## src/rtl/exe_stage_pkg.sv

```systemverilog
// Shared ARM execute-stage definitions: ALU command codes, shifter types and NZCV bit positions.
package arm_defs;

  localparam logic [3:0] EXE_MOV = 4'b0001;
  localparam logic [3:0] EXE_MVN = 4'b1001;
  localparam logic [3:0] EXE_ADD = 4'b0010;
  localparam logic [3:0] EXE_ADC = 4'b0011;
  localparam logic [3:0] EXE_SUB = 4'b0100;
  localparam logic [3:0] EXE_SBC = 4'b0101;
  localparam logic [3:0] EXE_AND = 4'b0110;
  localparam logic [3:0] EXE_ORR = 4'b0111;
  localparam logic [3:0] EXE_EOR = 4'b1000;

  localparam logic [1:0] SH_LSL = 2'b00;
  localparam logic [1:0] SH_LSR = 2'b01;
  localparam logic [1:0] SH_ASR = 2'b10;
  localparam logic [1:0] SH_ROR = 2'b11;

  localparam int unsigned FLAG_N = 3;
  localparam int unsigned FLAG_Z = 2;
  localparam int unsigned FLAG_C = 1;
  localparam int unsigned FLAG_V = 0;

endpackage

```

## src/rtl/exe_stage_if.sv

```systemverilog
// ID->EXE pipeline bundle; the decode register drives it, the execute stage consumes it.
interface exe_stage_if;
  logic        WB_EN_in;
  logic        Mem_R_EN_in;
  logic        Mem_W_EN_in;
  logic [3:0]  EXE_CMD_in;
  logic        B_in;
  logic        S_in;
  logic        imm_in;
  logic [31:0] pc_in;
  logic [31:0] Val_Rn_in;
  logic [31:0] Val_Rm_in;
  logic [11:0] shift_operand_in;
  logic [23:0] signed_imm_24_in;
  logic [3:0]  dest_in;

  modport master (
    output WB_EN_in, Mem_R_EN_in, Mem_W_EN_in, EXE_CMD_in, B_in, S_in, imm_in, pc_in,
           Val_Rn_in, Val_Rm_in, shift_operand_in, signed_imm_24_in, dest_in
  );

  modport slave (
    input WB_EN_in, Mem_R_EN_in, Mem_W_EN_in, EXE_CMD_in, B_in, S_in, imm_in, pc_in,
          Val_Rn_in, Val_Rm_in, shift_operand_in, signed_imm_24_in, dest_in
  );
endinterface

```

## src/rtl/exe_stage_val2_gen.sv

```systemverilog
// Combinational ARM shifter-operand (Val2) generator: rotated immediate, memory offset or
// shifted register.
module val2_gen
  import arm_defs::*;
(
  input  logic [31:0] val_rm,
  input  logic [11:0] shift_operand,
  input  logic        imm,
  input  logic        mem_en,
  output logic [31:0] val2
);

  logic [31:0] imm8;
  logic [63:0] rot_imm;
  logic [63:0] rot_rm;
  logic [4:0]  amt;

  assign imm8    = {24'b0, shift_operand[7:0]};
  assign amt     = shift_operand[11:7];
  assign rot_imm = {imm8, imm8} >> {shift_operand[11:8], 1'b0};
  assign rot_rm  = {val_rm, val_rm} >> amt;

  // A zero shift amount leaves val_rm untouched for all four types, so no special case.
  always_comb begin
    val2 = val_rm;
    if (imm) begin
      val2 = rot_imm[31:0];
    end else if (mem_en) begin
      val2 = {20'b0, shift_operand};
    end else begin
      case (shift_operand[6:5])
        SH_LSL:  val2 = val_rm << amt;
        SH_LSR:  val2 = val_rm >> amt;
        SH_ASR:  val2 = 32'($signed(val_rm) >>> amt);
        SH_ROR:  val2 = rot_rm[31:0];
        default: val2 = val_rm;
      endcase
    end
  end

endmodule

```

## src/rtl/exe_stage.sv

```systemverilog
// ARM execute stage: Val2 generation, ALU, NZCV status, branch resolution and EXE/MEM register.
module exe_stage
  import arm_defs::*;
#(
  parameter int unsigned DATA_W = 32
) (
  input  logic              clk,
  input  logic              rst,
  input  logic              freeze,
  exe_stage_if.slave        id,
  output logic              br_taken,
  output logic [DATA_W-1:0] br_addr,
  output logic [3:0]        status,
  output logic              WB_EN,
  output logic              Mem_R_EN,
  output logic              Mem_W_EN,
  output logic [DATA_W-1:0] alu_result,
  output logic [DATA_W-1:0] st_val,
  output logic [3:0]        dest
);

  logic [31:0] val2;
  logic [31:0] rn;
  logic [32:0] add_sum;
  logic [32:0] sub_sum;
  logic        add_cin;
  logic        sub_cin;
  logic [31:0] alu_res;
  logic        c_new;
  logic        v_new;
  logic        known;
  logic [3:0]  status_d;

  val2_gen u_val2_gen (
    .val_rm        (id.Val_Rm_in),
    .shift_operand (id.shift_operand_in),
    .imm           (id.imm_in),
    .mem_en        (id.Mem_R_EN_in | id.Mem_W_EN_in),
    .val2          (val2)
  );

  assign rn = id.Val_Rn_in;

  // Subtraction is Rn + ~Val2 + cin, so the carry-out is already ARM's NOT-borrow.
  assign add_cin = (id.EXE_CMD_in == EXE_ADC) & status[FLAG_C];
  assign sub_cin = (id.EXE_CMD_in == EXE_SUB) | status[FLAG_C];
  assign add_sum = {1'b0, rn} + {1'b0, val2} + {32'b0, add_cin};
  assign sub_sum = {1'b0, rn} + {1'b0, ~val2} + {32'b0, sub_cin};

  always_comb begin
    alu_res = '0;
    c_new   = status[FLAG_C];
    v_new   = status[FLAG_V];
    known   = 1'b1;
    case (id.EXE_CMD_in)
      EXE_MOV: alu_res = val2;
      EXE_MVN: alu_res = ~val2;
      EXE_ADD, EXE_ADC: begin
        alu_res = add_sum[31:0];
        c_new   = add_sum[32];
        v_new   = (rn[31] == val2[31]) && (add_sum[31] != rn[31]);
      end
      EXE_SUB, EXE_SBC: begin
        alu_res = sub_sum[31:0];
        c_new   = sub_sum[32];
        v_new   = (rn[31] != val2[31]) && (sub_sum[31] != rn[31]);
      end
      EXE_AND: alu_res = rn & val2;
      EXE_ORR: alu_res = rn | val2;
      EXE_EOR: alu_res = rn ^ val2;
      default: known = 1'b0;
    endcase

    status_d = status;
    if (known) begin
      status_d[FLAG_N] = alu_res[31];
      status_d[FLAG_Z] = (alu_res == 32'b0);
      status_d[FLAG_C] = c_new;
      status_d[FLAG_V] = v_new;
    end
  end

  assign br_taken = id.B_in;
  assign br_addr  = id.pc_in + {{6{id.signed_imm_24_in[23]}}, id.signed_imm_24_in, 2'b00};

  always_ff @(posedge clk) begin
    if (rst) begin
      status <= 4'b0;
    end else if (!freeze && id.S_in && !id.B_in) begin
      status <= status_d;
    end
  end

  always_ff @(posedge clk) begin
    if (rst) begin
      WB_EN      <= 1'b0;
      Mem_R_EN   <= 1'b0;
      Mem_W_EN   <= 1'b0;
      alu_result <= '0;
      st_val     <= '0;
      dest       <= 4'b0;
    end else if (!freeze) begin
      WB_EN      <= id.WB_EN_in & ~id.B_in;
      Mem_R_EN   <= id.Mem_R_EN_in & ~id.B_in;
      Mem_W_EN   <= id.Mem_W_EN_in & ~id.B_in;
      alu_result <= alu_res;
      st_val     <= id.Val_Rm_in;
      dest       <= id.dest_in;
    end
  end

endmodule

```

## src/flat_wrapper.sv

```systemverilog
// flat-port wrapper written by rule: the top's interface ports become plain ports
module exe_stage_flat import arm_defs::*;
#(
  parameter int unsigned DATA_W = 32
)
  (clk, rst, freeze, br_taken, br_addr, status, WB_EN, Mem_R_EN, Mem_W_EN, alu_result, st_val, dest, id_WB_EN_in, id_Mem_R_EN_in, id_Mem_W_EN_in, id_EXE_CMD_in, id_B_in, id_S_in, id_imm_in, id_pc_in, id_Val_Rn_in, id_Val_Rm_in, id_shift_operand_in, id_signed_imm_24_in, id_dest_in);
  exe_stage_if id_i ();
  input  logic clk;
  input  logic rst;
  input  logic freeze;
  output logic br_taken;
  output logic [DATA_W-1:0] br_addr;
  output logic [3:0] status;
  output logic WB_EN;
  output logic Mem_R_EN;
  output logic Mem_W_EN;
  output logic [DATA_W-1:0] alu_result;
  output logic [DATA_W-1:0] st_val;
  output logic [3:0] dest;
  input wire logic [$bits(id_i.WB_EN_in)-1:0] id_WB_EN_in;
  input wire logic [$bits(id_i.Mem_R_EN_in)-1:0] id_Mem_R_EN_in;
  input wire logic [$bits(id_i.Mem_W_EN_in)-1:0] id_Mem_W_EN_in;
  input wire logic [$bits(id_i.EXE_CMD_in)-1:0] id_EXE_CMD_in;
  input wire logic [$bits(id_i.B_in)-1:0] id_B_in;
  input wire logic [$bits(id_i.S_in)-1:0] id_S_in;
  input wire logic [$bits(id_i.imm_in)-1:0] id_imm_in;
  input wire logic [$bits(id_i.pc_in)-1:0] id_pc_in;
  input wire logic [$bits(id_i.Val_Rn_in)-1:0] id_Val_Rn_in;
  input wire logic [$bits(id_i.Val_Rm_in)-1:0] id_Val_Rm_in;
  input wire logic [$bits(id_i.shift_operand_in)-1:0] id_shift_operand_in;
  input wire logic [$bits(id_i.signed_imm_24_in)-1:0] id_signed_imm_24_in;
  input wire logic [$bits(id_i.dest_in)-1:0] id_dest_in;
  assign id_i.WB_EN_in = id_WB_EN_in;
  assign id_i.Mem_R_EN_in = id_Mem_R_EN_in;
  assign id_i.Mem_W_EN_in = id_Mem_W_EN_in;
  assign id_i.EXE_CMD_in = id_EXE_CMD_in;
  assign id_i.B_in = id_B_in;
  assign id_i.S_in = id_S_in;
  assign id_i.imm_in = id_imm_in;
  assign id_i.pc_in = id_pc_in;
  assign id_i.Val_Rn_in = id_Val_Rn_in;
  assign id_i.Val_Rm_in = id_Val_Rm_in;
  assign id_i.shift_operand_in = id_shift_operand_in;
  assign id_i.signed_imm_24_in = id_signed_imm_24_in;
  assign id_i.dest_in = id_dest_in;
  exe_stage #(.DATA_W(DATA_W)) u_core (.clk(clk), .rst(rst), .freeze(freeze), .id(id_i), .br_taken(br_taken), .br_addr(br_addr), .status(status), .WB_EN(WB_EN), .Mem_R_EN(Mem_R_EN), .Mem_W_EN(Mem_W_EN), .alu_result(alu_result), .st_val(st_val), .dest(dest));
endmodule
```

## config.mk

```make
export PLATFORM = sky130hd
export DESIGN_NAME = exe_stage_flat
export DESIGN_NICKNAME = d
export VERILOG_FILES = /design/src/rtl/exe_stage_pkg.sv /design/src/rtl/exe_stage_if.sv /design/src/rtl/exe_stage_val2_gen.sv /design/src/rtl/exe_stage.sv /design/src/flat_wrapper.sv
export SDC_FILE = /design/constraint.sdc
export NUM_CORES = 1
export LEC_CHECK = 0
export ABC_AREA = 1
export CORE_MARGIN = 2
export CORE_UTILIZATION = 25
export DETAILED_ROUTE_END_ITERATION = 6
export GPL_TIMING_DRIVEN = 0
export PLACE_DENSITY = 0.45
export SLEW_MARGIN = 5
export SYNTH_ARGS = -nofsm -noshare
export SYNTH_HDL_FRONTEND = slang
export SYNTH_SLANG_ARGS = --single-unit
```

## constraint.sdc

```tcl
create_clock -name clk -period 10.4 [get_ports clk]
set_input_delay 2.6 -clock clk [delete_from_list [all_inputs] [get_ports clk]]
set_output_delay 2.6 -clock clk [all_outputs]
set_load 0.01 [all_outputs]
```

==> results.py <==
metrics = {
    "run_status": {
        "status": "finished, final reports clean",
    },
    "layout": {
        "diodes": 0,
        "final_cells": 4067,
        "synthToLayoutAreaGrowth_pct": 23.8,
        "most-common-layout-cells": "nand2_1, nand3_1, inv_1",
        "drive_gt1_share_pct": 6.46,
        "layout_commonest_cell": "nand2_1",
        "layout.nets": 3495,
    },
    "setup_path": {
        "critPathCaptureType": "primary output",
        "reg2reg_slack_ps": 5840,
        "crit_type": "in2out",
        "cp_max_fo": 4,
        "rr_endpoint": "u_core.status[2]",
        "crit_required_ps": 7800,
        "critPathLaunchType": "input pin",
        "critPathLaunch": "id_signed_imm_24_in[0]",
        "rr_startpoint": "u_core.status[1]",
        "reg2regPathDepth": 19,
        "critPathArrivalTime_ps": 6210,
        "crit_path_end": "br_addr[28]",
    },
    "sta": {
        "fin_crit_ps": 8810,
        "hold_violations": 0,
        "min_period_over_period_pct": 84.7,
        "maxSlewViolCount": 0,
        "slew-limit-headroom_pct": 31.0,
        "fin_tns_setup_ps": 0,
        "rsz0062_at_grt": "no",
        "final-setup-viol-count": 0,
        "tightest_slew_ps": 1040,
        "skew_ps": 6.94,
        "fmax_mhz": 114,
    },
    "floorplanning": {
        "dieArea_mm2": 0.0661,
        "die_w_um": 257,
        "dieHeight_um": 257,
        "rows": 92,
        "io_pins": 257,
        "core_mm2": 0.0632,
        "initial_core_util_pct": 25.3,
    },
    "global_route": {
        "grt_max_degree": 15,
        "antenna_found_initial": 0,
        "grt_pass1_vias": 20200,
        "grt_overflow": 0,
        "grt.total_usage_pct": 26.7,
        "grt_pass1_wl_um": 134000,
    },
    "detailed_routing": {
        "drc_errors": 0,
        "wl_per_cell_um": 22.4,
        "final_antenna_net_count": 0,
        "vias_per_cell": 5.33,
        "num_vias": 21700,
        "drt-total-wl_um": 91200,
        "first_iter_violations": 2679,
        "firstDrtPassIters": 6,
    },
    "cts": {
        "clkTransAtPathRegs_ps": 70,
        "cts_root_buf": "clkbuf_16",
        "hold_buffers": 0,
        "cts_sinks": 75,
        "clockBufferDepth": 2,
        "clk_latency_ps": 350,
        "cts_resized": 0,
        "tritoncts": "yes",
        "htreeDepth": 3,
        "cts_buffers": 9,
        "post_cts_buffers": 0,
    },
    "power": {
        "p_leak_uw": 0.00947,
        "vdd_drop_max_mv": 0.143,
        "power-per-cell-area_mw_per_mm2": 88.9,
    },
    "synthesis": {
        "synth_top_area_share_pct": 17.5,
        "synth_edf_count": 0,
        "yosysSeqAreaShare_pct": 9.38,
        "synth_ff_type": "dfxtp_1",
        "syn_nets": 3236,
        "post_synth_main_area_contributors": "nand2_1, nand3_1, ha_1, dfxtp_1, inv_1",
        "synth_top_area_cell": "nand2_1",
        "synth-seq-cells": 75,
        "synthCells": 2957,
        "syn_avg_cell_area_um2": 5.41,
        "ys_types": 55,
        "async_flop_share_pct": 0,
        "yosys_warnings": 0,
        "synth_area_mm2": 0.0160,
    },
    "place": {
        "hpwlAfterDp_um": 76500,
        "post-place-cells": 4051,
        "io_buffers": 248,
        "gp_congestion": 1.03,
    },
    "job": {
        "max-cap-violations": 0,
    },
    "min_path": {
        "hp-class": "reg2reg",
    },
}
-- flip-flops by register name, indices dropped and copies added, names as in the netlist --
register and flops:
u_core.alu_result 32, u_core.st_val 32, u_core.dest 4, u_core.status 4, u_core.Mem_R_EN 1, u_core.Mem_W_EN 1, u_core.WB_EN 1
-- report_power, final --
group / internal (uW) / switching (uW) / total (uW)
registers: 308 / 11.9 / 320
logic: 385 / 762 / 1150
clock network: 163 / 133 / 296
-- metrics by stage --
| step | util, % | power, uW | setup WS (ps) | hold slack, ps | instance area [um2] |
|---|---|---|---|---|---|
| after CTS | 31.4 | 1740 | 1560 | 468 | 19800 |
| final | 31.4 | 1760 | 1590 | 466 | 19800 |
| after global routing | 31.4 | 1880 | 1140 | 497 | 19800 |
| after detailed placement | 30.9 | 1440 | 1570 | 461 | 19500 |
| after floorplan | - | 967 | 2990 | 490 | 16000 |
| after global placement | 30.9 | 1450 | 1560 | 460 | 19500 |
-- worst min path at each step --
| stage | start | end | slack, ps | cells past startpoint |
|---|---|---|---|---|
| after global placement | u_core.Mem_R_EN | u_core.Mem_R_EN | 460 | 2 |
| after floorplan | u_core.Mem_R_EN | u_core.Mem_R_EN | 490 | 2 |
| final | u_core.Mem_W_EN | u_core.Mem_W_EN | 470 | 2 |
| after detailed placement | u_core.Mem_W_EN | u_core.Mem_W_EN | 460 | 2 |
| after global routing | u_core.Mem_W_EN | u_core.Mem_W_EN | 500 | 2 |
| after CTS | u_core.Mem_W_EN | u_core.Mem_W_EN | 470 | 2 |
-- cells by family (layout without fill, tap and decap cells) --
group | Yosys count | after routing | share of synthesized area, %
flops | 75 | 75 | 9.38
xor+xnor | 32 | 32 | 1.75
fa+ha+maj | 130 | 130 | 10.4
mux | 1 | 1 | 0.0625
compound gates | 496 | 496 | 17.4
buf+inv | 491 | 755 | 13.3
simple gates | 1732 | 1732 | 47.6
-- worst max-delay path: stages --
cell	delay [ps]
clkdlybuf4s50_1	460
ha_1	180
inv_1	60
fa_1	410
o21ai_1	230
nand2_1	70
nand2_1	60
nand2_1	40
nand2_1	90
nand3_1	70
nand2_1	120
a21oi_1	170
o21ai_1	250
nand2_1	80
nand2_1	110
nand2_1	60
nand2_1	110
a21oi_1	120
o21ai_1	170
xor2_1	170
clkdlybuf4s50_1	560
-- area by class of cell --
type	count	area [um2]
fill	7251	43400
multi-input combinational	2391	12400
timing repair buffer	248	2480
sequential	75	1500
inverter	334	1260
tap	846	1060
buffer	157	868
clock buffer	9	225
clock inverter	7	51.3
-- layer usage --
layer	part of all wire [%]	track usage, %
met1	46	38.2
met2	41	39.5
met3	10	4.97
met4	3.9	9.71
met5	0	0
-- cells in the mapped netlist, types with 8 or more instances --
library cell  number
nand2_1          748
nand3_1          552
inv_1            316
nor2_1           295
a21oi_1          207
o21ai_0          144
ha_1             125
dfxtp_1           75
buf_2             58
clkbuf_1          54
nand2_2           45
o211ai_1          34
nand4_1           28
xor2_1            26
o21ai_1           22
nand3_2           21
o22ai_1           18
buf_1             13
buf_6             13
a22oi_1           12
nor3_1            12
a31oi_1           10
a221oi_1           9
buf_4              9
inv_2              9
o21bai_1           8
Note: power is estimated with default switching activity, not from simulation.
